[src/rtl/spi_cfg_bank.sv]
// Per-channel SPI configuration bank: shadow registers written by the host, committed to active copies only while the engine is idle.
// Reads return shadow/status one cycle after rd_en; a commit request waits in PEND while busy is high.
module spi_cfg_bank #(
    parameter  int NUM_CS = 4,
    parameter  int DIV_W  = 4,
    localparam int CSW    = $clog2(NUM_CS),
    localparam int ADDR_W = CSW + 1
) (
    input  logic              clk,
    input  logic              rst,
    input  logic              wr_en,
    input  logic              rd_en,
    input  logic [ADDR_W-1:0] addr,
    input  logic [7:0]        din,
    output logic [7:0]        dout,
    input  logic              busy,
    output logic [CSW-1:0]    cs_sel,
    output logic [DIV_W-1:0]  clk_div,
    output logic [1:0]        mode,
    output logic              lsb_first,
    output logic              irq_en,
    output logic              pending,
    output logic              commit_done,
    output logic              irq
);

    localparam int CH_W = DIV_W + 3;

    typedef enum logic {IDLE, PEND} state_t;

    state_t             state_q, state_d;
    logic [CH_W-1:0]    sh_ch_q  [NUM_CS];
    logic [CH_W-1:0]    sh_ch_d  [NUM_CS];
    logic [CH_W-1:0]    act_ch_q [NUM_CS];
    logic [CH_W-1:0]    act_ch_d [NUM_CS];
    logic [CSW-1:0]     sh_cs_q, sh_cs_d, act_cs_q, act_cs_d;
    logic               sh_irq_en_q, sh_irq_en_d, act_irq_en_q, act_irq_en_d;
    logic               irq_flag_q, irq_flag_d;
    logic               commit_done_q, commit_done_d;
    logic [7:0]         dout_q, dout_d;

    logic [CSW-1:0]     idx;
    logic               is_ch;
    logic               ctrl_wr;
    logic [7:0]         rdata;
    logic [CH_W-1:0]    act_entry;
    logic               unused_din;

    assign idx        = addr[CSW-1:0];
    assign is_ch      = addr[ADDR_W-1];
    assign ctrl_wr    = wr_en && !is_ch && (idx == CSW'(0));
    assign unused_din = ^din;

    always_comb begin
        state_d       = state_q;
        sh_ch_d       = sh_ch_q;
        act_ch_d      = act_ch_q;
        sh_cs_d       = sh_cs_q;
        act_cs_d      = act_cs_q;
        sh_irq_en_d   = sh_irq_en_q;
        act_irq_en_d  = act_irq_en_q;
        irq_flag_d    = irq_flag_q;
        commit_done_d = 1'b0;
        dout_d        = dout_q;
        rdata         = '0;

        // Read mux sees pre-write state, so read/write collisions return the old value.
        if (is_ch) begin
            if (int'(idx) < NUM_CS) begin
                rdata[CH_W-1:0] = sh_ch_q[idx];
            end
        end else if (idx == CSW'(0)) begin
            rdata[CSW-1:0] = sh_cs_q;
            rdata[4]       = sh_irq_en_q;
        end else if (idx == CSW'(1)) begin
            rdata[0] = (state_q == PEND);
            rdata[1] = irq_flag_q;
        end
        if (rd_en) begin
            dout_d = rdata;
        end

        if (wr_en) begin
            if (is_ch) begin
                if (int'(idx) < NUM_CS) begin
                    sh_ch_d[idx] = din[CH_W-1:0];
                end
            end else if (idx == CSW'(0)) begin
                sh_cs_d     = din[CSW-1:0];
                sh_irq_en_d = din[4];
            end else if (idx == CSW'(1)) begin
                if (din[1]) begin
                    irq_flag_d = 1'b0;
                end
            end
        end

        case (state_q)
            IDLE: begin
                if (ctrl_wr && din[7]) begin
                    state_d = PEND;
                end
            end
            PEND: begin
                if (!busy) begin
                    state_d       = IDLE;
                    act_ch_d      = sh_ch_q;
                    act_cs_d      = sh_cs_q;
                    act_irq_en_d  = sh_irq_en_q;
                    commit_done_d = 1'b1;
                    // Overrides a same-edge STATUS clear.
                    irq_flag_d    = 1'b1;
                end
            end
            default: state_d = IDLE;
        endcase
    end

    always_ff @(posedge clk or negedge rst) begin
        if (!rst) begin
            state_q       <= IDLE;
            for (int i = 0; i < NUM_CS; i++) begin
                sh_ch_q[i]  <= '0;
                act_ch_q[i] <= '0;
            end
            sh_cs_q       <= '0;
            act_cs_q      <= '0;
            sh_irq_en_q   <= 1'b0;
            act_irq_en_q  <= 1'b0;
            irq_flag_q    <= 1'b0;
            commit_done_q <= 1'b0;
            dout_q        <= '0;
        end else begin
            state_q       <= state_d;
            sh_ch_q       <= sh_ch_d;
            act_ch_q      <= act_ch_d;
            sh_cs_q       <= sh_cs_d;
            act_cs_q      <= act_cs_d;
            sh_irq_en_q   <= sh_irq_en_d;
            act_irq_en_q  <= act_irq_en_d;
            irq_flag_q    <= irq_flag_d;
            commit_done_q <= commit_done_d;
            dout_q        <= dout_d;
        end
    end

    always_comb begin
        act_entry = '0;
        if (int'(act_cs_q) < NUM_CS) begin
            act_entry = act_ch_q[act_cs_q];
        end
    end

    assign cs_sel      = act_cs_q;
    assign clk_div     = act_entry[DIV_W-1:0];
    assign mode        = act_entry[DIV_W+1:DIV_W];
    assign lsb_first   = act_entry[DIV_W+2];
    assign irq_en      = act_irq_en_q;
    assign pending     = (state_q == PEND);
    assign commit_done = commit_done_q;
    assign irq         = irq_flag_q & act_irq_en_q;
    assign dout        = dout_q;

endmodule

[config.mk]
export PLATFORM = sky130hd
export DESIGN_NAME = spi_cfg_bank
export DESIGN_NICKNAME = d
export VERILOG_FILES = /design/src/rtl/spi_cfg_bank.sv
export SDC_FILE = /design/constraint.sdc
export NUM_CORES = 1
export LEC_CHECK = 0
export ABC_AREA = 1
export BUFFER_PORTS_ARGS = -buffer_cell sky130_fd_sc_hd__buf_4
export CAP_MARGIN = 20
export CORE_MARGIN = 10
export CORE_UTILIZATION = 30
export DETAILED_ROUTE_END_ITERATION = 8
export GPL_TIMING_DRIVEN = 0
export HOLD_SLACK_MARGIN = 0.15
export PLACE_DENSITY_LB_ADDON = 0.12
export SKIP_LAST_GASP = 1
export SYNTH_ARGS = -nofsm -noshare
export SYNTH_HDL_FRONTEND = slang
export SYNTH_SLANG_ARGS = --single-unit
[constraint.sdc]
create_clock -name clk -period 3.18 [get_ports clk]
set_input_delay 0.636 -clock clk [delete_from_list [all_inputs] [get_ports clk]]
set_output_delay 0.636 -clock clk [all_outputs]
set_load 0.02 [all_outputs]
==> results.py, run 1 <==
metrics = {
    "run_status": {
        "outcome": "finished, final reports clean",
    },
    "placed_design": {
        "weighted_congestion_reported_at_the_end_of_routability_driven_placement": 0.827,
        "numPortBuffers": 35,
        "detailed_place_hpwl_um": 6670,
    },
    "critical_path": {
        "timing.reg2reg.worst_path_depth": 6,
        "critical_path.max_fanout": 10,
        "cp-start-kind": "flip-flop",
        "worst_setup_path_startpoint": "cs_sel[0]$_DFFE_PN0P_",
        "reg2reg_from": "pending$_DFF_PN0_",
        "critical_path_depth": 5,
        "cp.required_ps": 2540,
        "worst_path_max_delay_cell": "sky130_fd_sc_hd__dfrtp_1",
        "worst-endpoint-arrival_ps": 1880,
        "cp_cell_sequence": "inv_1, clkbuf_1, nor2_1, o22ai_1, buf_4",
        "worst_setup_path_end_kind": "output port",
        "crit_path_end": "lsb_first",
        "timing.critical_path.slowest_cell_delay_ps": 460,
        "critical_path_class": "reg2out",
        "reg2reg_to": "act_ch_q[20]$_DFFE_PN0P_",
        "path_delay_family": "buffers and inverters",
        "setup.reg_to_reg.worst_slack_ps": 1670,
        "cp_num_buf_inv": 3,
    },
    "sta": {
        "totalNegativeSetupSlack_ps": 0,
        "min_period_ps": 2520,
        "maxSlewViolCount": 0,
        "final-hold-violation-count": 0,
        "setup-violations-final": 0,
        "max_slew.worst_pin.slew_ps": 941,
        "timing.fmax_ghz": 0.397,
        "final_critical_path_share_of_the_clock_period": 0.793,
        "slew-limit-headroom": 0.373,
        "rsz0062_at_grt": "no",
        "clock_skew_ps": 12.9,
    },
    "drt": {
        "drtAntennaViolNets": 0,
        "detail_route.first_pass.iterations": 4,
        "met2RoutedLength_um": 3950,
        "avgRoutedWirePerCell_um": 15.4,
        "wire_length_on_met1_um": 4400,
        "number_of_vias_per_cell_after_detailed_routing": 4.54,
        "via_count": 2647,
        "wl_met3_um": 532,
        "postRouteWirelength_um": 8970,
        "dr.first_iter.drc_count": 158,
        "routed.top_layer": "met4",
        "drc_errors": 0,
    },
    "floorplanning": {
        "die_height_um": 123,
        "count_of_boundary_i_o_pins": 37,
        "initial_core_util": 0.308,
        "floorplan.core_area_sq_um": 10300,
        "standard_cell_row_count": 37,
        "dieWidth_um": 123,
        "die-area_sq_um": 15100,
    },
    "grt": {
        "grt_first_pass_wirelength_um": 14900,
        "grt.overflow.total": 0,
        "vias_in_the_first_global_route": 2747,
        "grt_total_usage": 0.127,
        "grt_antenna_before_repair": 0,
        "grt_start_max_net_pins": 73,
    },
    "clock_network": {
        "numClockSinks": 72,
        "root_buffer": "sky130_fd_sc_hd__clkbuf_8",
        "cts-resized-gates": 0,
        "hold_buffers": 0,
        "setup_fix_buffers_added_after_clock_tree_synthesis": 0,
        "htree_levels": 3,
        "clock_tree.buffer_depth": 2,
        "path_clk_slew_ps": 70,
        "cts_bufs_inserted": 9,
        "clock_tree_from_tritoncts": "built",
        "insertion_delay_ps": 340,
    },
    "hold_path": {
        "path_type_of_the_worst_min_delay_path": "in2async",
    },
    "power": {
        "power.density_cell_area_nw_per_um2": 813,
        "vdd_drop_max_mv": 0.257,
        "total_power_uw": 3070,
        "power.leakage_uw": 0.00194,
    },
    "logic_synthesis": {
        "post_synth_instance_area_sq_um": 3160,
        "synth.ff_latch_count": 72,
        "postSynthNetCount": 412,
        "average_instance_area_after_synthesis_sq_um": 7.99,
        "ys_seq_area_frac": 0.570,
        "post_syn_instances": 396,
        "yosysUniqueCellTypes": 18,
        "synth_warnings": 0,
    },
    "cells_and_area": {
        "area_growth_pct": 19.5,
        "num-nets-final": 458,
        "antenna_cells": 0,
        "drive_gt1_frac": 0.134,
    },
    "run": {
        "maxCapViolCount": 0,
    },
}
final cells by class:
class                      instances  area (sq um)
fill                            1121          6500
timing repair buffer              35           263
tap                              136           170
multi-input combinational        277          1170
clock buffer                      14           173
buffer                            14          71.3
clock inverter                     2          12.5
sequential                        72          1800
inverter                          33           124
through the flow:
stage / utilization / hold slack, ps / instances / worst slack, ps / instance area (sq um)
2_1_floorplan: - / 340 / 396 / 1210 / 3160
3_3_place_gp: 0.350 / 451 / 567 / 954 / 3600
3_5_place_dp: 0.350 / 457 / 567 / 969 / 3600
4_1_cts: 0.368 / 473 / 583 / 594 / 3780
5_1_grt: 0.368 / 493 / 583 / 460 / 3780
6_report: 0.368 / 436 / 583 / 660 / 3780
worst reg2reg max path: stages, from the launching register on:
cell,delay (ps)
sky130_fd_sc_hd__dfrtp_1,410
sky130_fd_sc_hd__inv_1,120
sky130_fd_sc_hd__nor2_1,80
sky130_fd_sc_hd__inv_2,130
sky130_fd_sc_hd__clkbuf_1,480
sky130_fd_sc_hd__nand2_1,100
sky130_fd_sc_hd__o21ai_0,100
cell usage in the layout, fill, tap and decap left out:
master,count
sky130_fd_sc_hd__nor2_1,32
sky130_fd_sc_hd__inv_2,3
sky130_fd_sc_hd__dfrtp_1,72
sky130_fd_sc_hd__a21oi_1,5
sky130_fd_sc_hd__clkbuf_1,10
sky130_fd_sc_hd__nand2_1,157
sky130_fd_sc_hd__buf_2,3
sky130_fd_sc_hd__buf_4,37
sky130_fd_sc_hd__o22ai_1,7
sky130_fd_sc_hd__nand4_1,1
sky130_fd_sc_hd__conb_1,1
sky130_fd_sc_hd__buf_6,1
sky130_fd_sc_hd__o21ai_0,63
sky130_fd_sc_hd__nand3_1,8
sky130_fd_sc_hd__clkinvlp_4,1
sky130_fd_sc_hd__nor2_4,1
sky130_fd_sc_hd__nor2_2,1
sky130_fd_sc_hd__clkinv_2,1
sky130_fd_sc_hd__clkbuf_8,12
sky130_fd_sc_hd__inv_1,30
sky130_fd_sc_hd__o21ai_1,1
worst min path at each step:
stage / from / to / depth (start not counted)
2_1_floorplan: rst / act_ch_q[0]$_DFFE_PN0P_ / 0
3_3_place_gp: act_ch_q[7]$_DFFE_PN0P_ / act_ch_q[7]$_DFFE_PN0P_ / 2
3_5_place_dp: act_ch_q[8]$_DFFE_PN0P_ / act_ch_q[8]$_DFFE_PN0P_ / 2
4_1_cts: rst / dout[1]$_DFFE_PN0P_ / 1
5_1_grt: act_ch_q[8]$_DFFE_PN0P_ / act_ch_q[8]$_DFFE_PN0P_ / 2
6_report: rst / sh_ch_q[24]$_DFFE_PN0P_ / 1
flip-flops by register name, summed over array words and instances (netlist names):
signal,flops
sh_cs_q,2
cs_sel,2
commit_done,1
pending,1
sh_irq_en_q,1
dout,7
act_ch_q,28
irq_en,1
irq_flag_q,1
sh_ch_q,28
where the power goes:
part / total (uW) / leakage (uW) / internal, uW / switching [uW]
logic: 1010 / 0.000941 / 377 / 634
registers: 1380 / 0.000912 / 1190 / 181
clock network: 687 / 0.0000927 / 348 / 340
total: 3070 / 0.00194 / 1920 / 1160
metal layers:
metal  up-vias  global-route usage
li1       1338                   -
met4         0              0.0420
met2        67               0.185
met5         -                   0
met3         9              0.0367
met1      1233               0.175
logic make-up after synthesis:
group | count (synthesis) | synth area share
AOI/OAI and AO/OA | 76 | 0.123
buffers and inverters | 47 | 0.0617
DFF | 72 | 0.570
other | 1 | 0.00119
and+or+nand+nor | 200 | 0.244
cells in the mapped netlist:
cell type / number / area, sq um
sky130_fd_sc_hd__buf_6: 1 / 11.3
sky130_fd_sc_hd__nand2_1: 157 / 589
sky130_fd_sc_hd__inv_1: 30 / 113
sky130_fd_sc_hd__conb_1: 1 / 3.75
sky130_fd_sc_hd__nor2_1: 32 / 120
sky130_fd_sc_hd__nor2_2: 1 / 6.26
sky130_fd_sc_hd__o21ai_0: 63 / 315
sky130_fd_sc_hd__nand4_1: 1 / 6.26
sky130_fd_sc_hd__a21oi_1: 5 / 25.0
sky130_fd_sc_hd__clkbuf_1: 8 / 30.0
sky130_fd_sc_hd__inv_2: 3 / 11.3
sky130_fd_sc_hd__o21ai_1: 1 / 5.00
sky130_fd_sc_hd__nand3_1: 8 / 40.0
sky130_fd_sc_hd__nor2_4: 1 / 11.3
sky130_fd_sc_hd__o22ai_1: 7 / 43.8
sky130_fd_sc_hd__buf_4: 2 / 15.0
sky130_fd_sc_hd__dfrtp_1: 72 / 1800
sky130_fd_sc_hd__buf_2: 3 / 15.0
(Power assumes the default switching activity.)
==> run 2: changes to the inputs <==
==> constraint.sdc (replaced) <==
create_clock -name clk -period 2.1 [get_ports clk]
set_input_delay 0.42 -clock clk [delete_from_list [all_inputs] [get_ports clk]]
set_output_delay 0.42 -clock clk [all_outputs]
set_load 0.02 [all_outputs]
==> run 2 against run 1 <==
Sequential share of layout area is essentially flat. Worst setup slack lost 550 ps. Hold slack lost 220 ps. Cell count is the same. Sequential cell count is the same. Critical path type unchanged. Register-to-register slack lost 1100 ps. Non-clock buffer count is the same. Die area is the same. First-iteration DRC count shrank 13%. Clock power grew 51%. Critical path depth shrank 1. Combinational power grew 52%.
==> results.py, run 2 (same netlist as run 1, synthesis figures left out) <==
metrics = {
    "critical_path": {
        "critical_path.max_fanout": 9,
        "reg2reg_to": "act_ch_q[20]$_DFFE_PN0P_",
        "worst_path_max_delay_cell": "sky130_fd_sc_hd__dfrtp_1",
        "timing.critical_path.slowest_cell_delay_ps": 500,
        "timing.reg2reg.worst_path_depth": 6,
        "cp_cell_sequence": "inv_1, o21ai_0, o22ai_1, buf_4",
        "crit_path_end": "lsb_first",
        "worst-endpoint-arrival_ps": 1570,
        "critical_path_class": "reg2out",
        "worst_setup_path_end_kind": "output port",
        "cp-start-kind": "flip-flop",
        "cp.required_ps": 1680,
        "reg2reg_from": "pending$_DFF_PN0_",
        "setup.reg_to_reg.worst_slack_ps": 610,
        "worst_setup_path_startpoint": "cs_sel[1]$_DFFE_PN0P_",
    },
    "run": {
        "maxCapViolCount": 0,
    },
    "floorplanning": {
        "standard_cell_row_count": 37,
        "floorplan.core_area_sq_um": 10300,
        "dieWidth_um": 123,
        "die-area_sq_um": 15100,
        "initial_core_util": 0.308,
        "count_of_boundary_i_o_pins": 37,
        "die_height_um": 123,
    },
    "cells_and_area": {
        "most_common_library_cell_in_the_layout_ignoring_fill_and_taps": "sky130_fd_sc_hd__nand2_1",
        "register_area_sq_um": 1800,
        "num-nets-final": 458,
        "area_growth_pct": 19.7,
        "final_cell_area_sq_um": 3790,
        "drive_gt1_frac": 0.143,
        "num-fill-cells": 1121,
        "final_cell_mix": "157 x sky130_fd_sc_hd__nand2_1, 71 x sky130_fd_sc_hd__dfrtp_1, 63 x sky130_fd_sc_hd__o21ai_0",
        "multi_input_area_sq_um": 1170,
        "post-route-util": 0.369,
        "antenna_cells": 0,
    },
    "placed_design": {
        "weighted_congestion_reported_at_the_end_of_routability_driven_placement": 0.827,
        "placement.cell_area_sq_um": 3600,
        "detailed_place_hpwl_um": 6670,
        "numPortBuffers": 35,
    },
    "clock_network": {
        "clock_tree_from_tritoncts": "built",
        "clock_tree.buffer_depth": 2,
        "cts_bufs_inserted": 9,
        "hold_buffers": 0,
        "insertion_delay_ps": 340,
        "root_buffer": "sky130_fd_sc_hd__clkbuf_8",
        "htree_levels": 3,
        "numClockSinks": 72,
        "path_clk_slew_ps": 70,
        "setup_fix_buffers_added_after_clock_tree_synthesis": 0,
    },
    "grt": {
        "grt.overflow.total": 0,
        "grt_start_max_net_pins": 73,
        "grt_total_usage": 0.127,
        "vias_in_the_first_global_route": 2750,
        "grt_antenna_before_repair": 0,
        "grt_first_pass_wirelength_um": 14900,
    },
    "sta": {
        "max_slew.worst_pin.slew_ps": 933,
        "totalNegativeSetupSlack_ps": 0,
        "final_critical_path_share_of_the_clock_period": 0.949,
        "rsz0062_at_grt": "no",
        "final-hold-violation-count": 0,
        "slew-limit-headroom": 0.378,
        "clock_skew_ps": 12.8,
        "timing.fmax_ghz": 0.502,
        "min_period_ps": 1990,
        "setup-violations-final": 0,
        "maxSlewViolCount": 0,
    },
    "drt": {
        "dr.first_iter.drc_count": 137,
        "number_of_vias_per_cell_after_detailed_routing": 4.53,
        "detail_route.first_pass.iterations": 4,
        "drc_errors": 0,
        "drtAntennaViolNets": 0,
        "avgRoutedWirePerCell_um": 15.4,
        "postRouteWirelength_um": 8970,
        "via_count": 2641,
    },
    "power": {
        "power.leakage_uw": 0.00195,
        "power.density_cell_area_nw_per_um2": 1230,
        "vdd_drop_max_mv": 0.391,
        "total_power_uw": 4670,
    },
    "hold_path": {
        "path_type_of_the_worst_min_delay_path": "in2async",
    },
    "run_status": {
        "outcome": "finished, final reports clean",
    },
}
[run 2: layout make-up]
cell class                      count  area share
Clock inverter                      2     0.00330
Inverter                           33      0.0327
Clock buffer                       14      0.0456
Multi-Input combinational cell    277       0.308
Timing Repair Buffer               35      0.0694
Buffer                             14      0.0202
Tap cell                          136      0.0449
Sequential cell                    72       0.476
[run 2: worst max-delay path, delay by kind of cell, from the launching register on]
kind / cells / cell delay (ps)
compound gates: 2 / 310
buf+inv: 2 / 430
flops: 1 / 500
[run 2: metal layers]
metal	routed length, um	global-route usage	up-vias
met5	0	0	-
met4	68	0.0420	0
met3	501	0.0367	7
met2	3990	0.185	58
met1	4410	0.175	1239
li1	-	-	1337
[run 2: where the power goes]
group          internal [uW]  total (uW)  switching (uW)  leakage (uW)
combinational            579        1540             959      0.000947
sequential              1810        2090             278      0.000910
clock                    526        1040             517     0.0000927
total                   2920        4670            1750       0.00195
[run 2: what timing repair did]
| action | CTS | global route |
|---|---|---|
| endpoints found under the setup margin | 7 | 6 |
| gates resized for setup | 4 | 2 |
| cloned | 0 | 0 |
[run 2: per-stage QoR]
step                      hold WS, ps  cells  worst slack (ps)
after global placement            451    567              90.1
after detailed placement          457    567               105
after CTS                         257    583              37.0
final                             214    583               108
after floorplan                   124    396               346
after global routing              280    583              12.1
[run 2: worst min-delay path by stage]
| stage | from | endpoint | slack [ps] | cells past startpoint |
|---|---|---|---|---|
| 5_1_grt | rst | sh_ch_q[26]$_DFFE_PN0P_ | 280 | 1 |
| 3_5_place_dp | act_ch_q[8]$_DFFE_PN0P_ | act_ch_q[8]$_DFFE_PN0P_ | 460 | 2 |
| 2_1_floorplan | rst | act_ch_q[0]$_DFFE_PN0P_ | 120 | 0 |
| 6_report | rst | sh_ch_q[26]$_DFFE_PN0P_ | 210 | 1 |
| 4_1_cts | rst | dout[1]$_DFFE_PN0P_ | 260 | 1 |
| 3_3_place_gp | act_ch_q[7]$_DFFE_PN0P_ | act_ch_q[7]$_DFFE_PN0P_ | 450 | 2 |
==> run 3: changes to the inputs <==
--- a/config.mk
+++ b/config.mk
@@ -8,6 +8,8 @@
 export ABC_AREA = 1
 export BUFFER_PORTS_ARGS = -buffer_cell sky130_fd_sc_hd__buf_4
 export CAP_MARGIN = 20
+export CELL_PAD_IN_SITES_DETAIL_PLACEMENT = 0
+export CELL_PAD_IN_SITES_GLOBAL_PLACEMENT = 2
 export CORE_MARGIN = 10
 export CORE_UTILIZATION = 30
 export DETAILED_ROUTE_END_ITERATION = 8
==> run 3 against run 2 <==
Hold slack worse by 16 ps. Sequential share of layout area down 0.62 points. Power up 6.4%. First-iteration DRC count up 55%. Clock power up 29%. Via count down 2.2%. Cell area up 1.3%. Global-route usage up 0.33 points. Combinational power about the same. Worst setup slack better by 33 ps. Sequential power about the same. Register-to-register slack worse by 30 ps. Critical path type unchanged. Largest cell class unchanged. Largest power group unchanged.
==> results.py, run 3 (same netlist as run 1, synthesis figures left out) <==
metrics = {
    "run_status": {
        "outcome": "finished, final reports clean",
    },
    "cells_and_area": {
        "area_growth_pct": 21.3,
        "register_area_sq_um": 1800,
        "drive_gt1_frac": 0.141,
        "num-nets-final": 458,
        "most_common_library_cell_in_the_layout_ignoring_fill_and_taps": "sky130_fd_sc_hd__nand2_1",
        "num-fill-cells": 1116,
        "antenna_cells": 0,
        "final_cell_mix": "157 x sky130_fd_sc_hd__nand2_1, 71 x sky130_fd_sc_hd__dfrtp_1, 62 x sky130_fd_sc_hd__o21ai_0",
        "multi_input_area_sq_um": 1170,
    },
    "clock_network": {
        "clock_tree_from_tritoncts": "built",
        "setup_fix_buffers_added_after_clock_tree_synthesis": 0,
        "numClockSinks": 72,
        "cts_bufs_inserted": 9,
        "root_buffer": "sky130_fd_sc_hd__clkbuf_8",
        "path_clk_slew_ps": 80,
        "insertion_delay_ps": 350,
        "hold_buffers": 0,
        "clock_tree.buffer_depth": 2,
        "htree_levels": 3,
    },
    "floorplanning": {
        "initial_core_util": 0.308,
        "standard_cell_row_count": 37,
        "floorplan.core_area_sq_um": 10300,
        "count_of_boundary_i_o_pins": 37,
        "die-area_sq_um": 15100,
        "die_height_um": 123,
        "dieWidth_um": 123,
    },
    "power": {
        "power.density_cell_area_nw_per_um2": 1300,
        "p_switching_uw": 1760,
        "part_of_the_total_power_dissipated_in_the_clock_network": 0.271,
        "comb_power_share": 0.309,
        "p_int_uw": 3210,
        "power.switching_fraction": 0.355,
        "power.leakage_uw": 0.00197,
        "vdd_drop_max_mv": 0.425,
        "total_power_uw": 4970,
        "seq_power_share": 0.421,
    },
    "sta": {
        "max_slew.worst_pin.slew_ps": 972,
        "rsz0062_at_grt": "no",
        "setup-violations-final": 0,
        "min_period_ps": 1960,
        "slew-limit-headroom": 0.352,
        "final_critical_path_share_of_the_clock_period": 0.933,
        "clock_skew_ps": 10.3,
        "totalNegativeSetupSlack_ps": 0,
        "maxSlewViolCount": 0,
        "timing.fmax_ghz": 0.511,
        "final-hold-violation-count": 0,
    },
    "placed_design": {
        "weighted_congestion_reported_at_the_end_of_routability_driven_placement": 0.782,
        "detailed_place_hpwl_um": 6900,
        "numPortBuffers": 35,
    },
    "critical_path": {
        "worst_setup_path_end_kind": "output port",
        "cp-start-kind": "flip-flop",
        "reg2reg_from": "pending$_DFF_PN0_",
        "worst_setup_path_startpoint": "cs_sel[0]$_DFFE_PN0P_",
        "critical_path_class": "reg2out",
        "worst-endpoint-arrival_ps": 1540,
        "critical_path.max_fanout": 10,
        "cp.required_ps": 1680,
    },
    "drt": {
        "avgRoutedWirePerCell_um": 15.9,
        "number_of_vias_per_cell_after_detailed_routing": 4.44,
        "detail_route.first_pass.iterations": 4,
        "drc_errors": 0,
        "postRouteWirelength_um": 9280,
        "via_count": 2582,
        "drtAntennaViolNets": 0,
        "dr.first_iter.drc_count": 212,
    },
    "grt": {
        "grt_total_usage": 0.130,
        "gr-max-usage-layer": "met1",
        "globalRouteMet2Util": 0.185,
        "grt_first_pass_wirelength_um": 15000,
        "grt_use_met1": 0.186,
        "vias_in_the_first_global_route": 2654,
        "grt.overflow.total": 0,
        "grt_start_max_net_pins": 73,
        "grt_antenna_before_repair": 0,
        "grtUsageMet3": 0.0308,
    },
    "hold_path": {
        "path_type_of_the_worst_min_delay_path": "in2async",
    },
    "run": {
        "maxCapViolCount": 0,
    },
}
## run 3: changes by cell type in the layout (fill, tap and decap cells not counted)
cell,previous run,this run
sky130_fd_sc_hd__clkinvlp_4,1,0
sky130_fd_sc_hd__bufinv_16,0,3
sky130_fd_sc_hd__o21ai_0,63,62
sky130_fd_sc_hd__clkbuf_8,12,10
sky130_fd_sc_hd__o21ai_1,1,2
sky130_fd_sc_hd__clkinv_2,1,0
## run 3: power groups by stage
stage | Sequential, uW | Combinational, uW | Clock, uW
floorplan | 2090 | 896 | 0
global route | 2150 | 1760 | 1440
CTS | 2090 | 1570 | 1380
detailed placement | 2110 | 1560 | 0
finish | 2090 | 1540 | 1340
global placement | 2110 | 1540 | 0
## run 3: per-layer routing
metal | wire [um] | up-vias
met5 | 0 | -
met4 | 143 | 0
met3 | 396 | 11
met2 | 3880 | 51
met1 | 4860 | 1178
li1 | - | 1342
## run 3: stage by stage
step                area, sq um  utilization  cells  hold slack, ps  setup slack (ps)
detailed placement         3600        0.350    567             453               118
finish                     3840        0.373    582             198               141
CTS                        3840        0.373    582             260              37.3
floorplan                  3160            -    396             124               346
global route               3840        0.373    582             271              29.6
global placement           3600        0.350    567             449               134
## run 3: final timing paths
kind / slack (ps) / endpoint / depth (start not counted)
max: 140 / lsb_first / 5
min: 200 / act_ch_q[26]$_DFFE_PN0P_ / 1
max reg2reg: 580 / act_ch_q[7]$_DFFE_PN0P_ / 5
min reg2reg: 470 / act_ch_q[14]$_DFFE_PN0P_ / 2
max in group asynchronous: 1180 / cs_sel[0]$_DFFE_PN0P_ / 1
min in group clk: 290 / sh_ch_q[3]$_DFFE_PN0P_ / 3
## run 3: worst max-delay path, cell delays in order (launching register included)
cell	delay [ps]
sky130_fd_sc_hd__dfrtp_2	460
sky130_fd_sc_hd__inv_2	120
sky130_fd_sc_hd__buf_4	190
sky130_fd_sc_hd__nor2_1	60
sky130_fd_sc_hd__o22ai_1	190
sky130_fd_sc_hd__buf_4	170
## run 3: cell type report
| type | instances | area share |
|---|---|---|
| inverter | 33 | 0.0323 |
| buffer | 14 | 0.0199 |
| clock buffer | 12 | 0.0378 |
| timing repair buffer | 35 | 0.0685 |
| clock inverter | 3 | 0.0235 |
| multi-input combinational | 277 | 0.304 |
| tap | 136 | 0.0443 |
| sequential | 72 | 0.470 |
## run 3: timing repair
item	CTS	global route
pin swaps	0	0
resized for setup	4	3
endpoints found under the setup margin	7	6
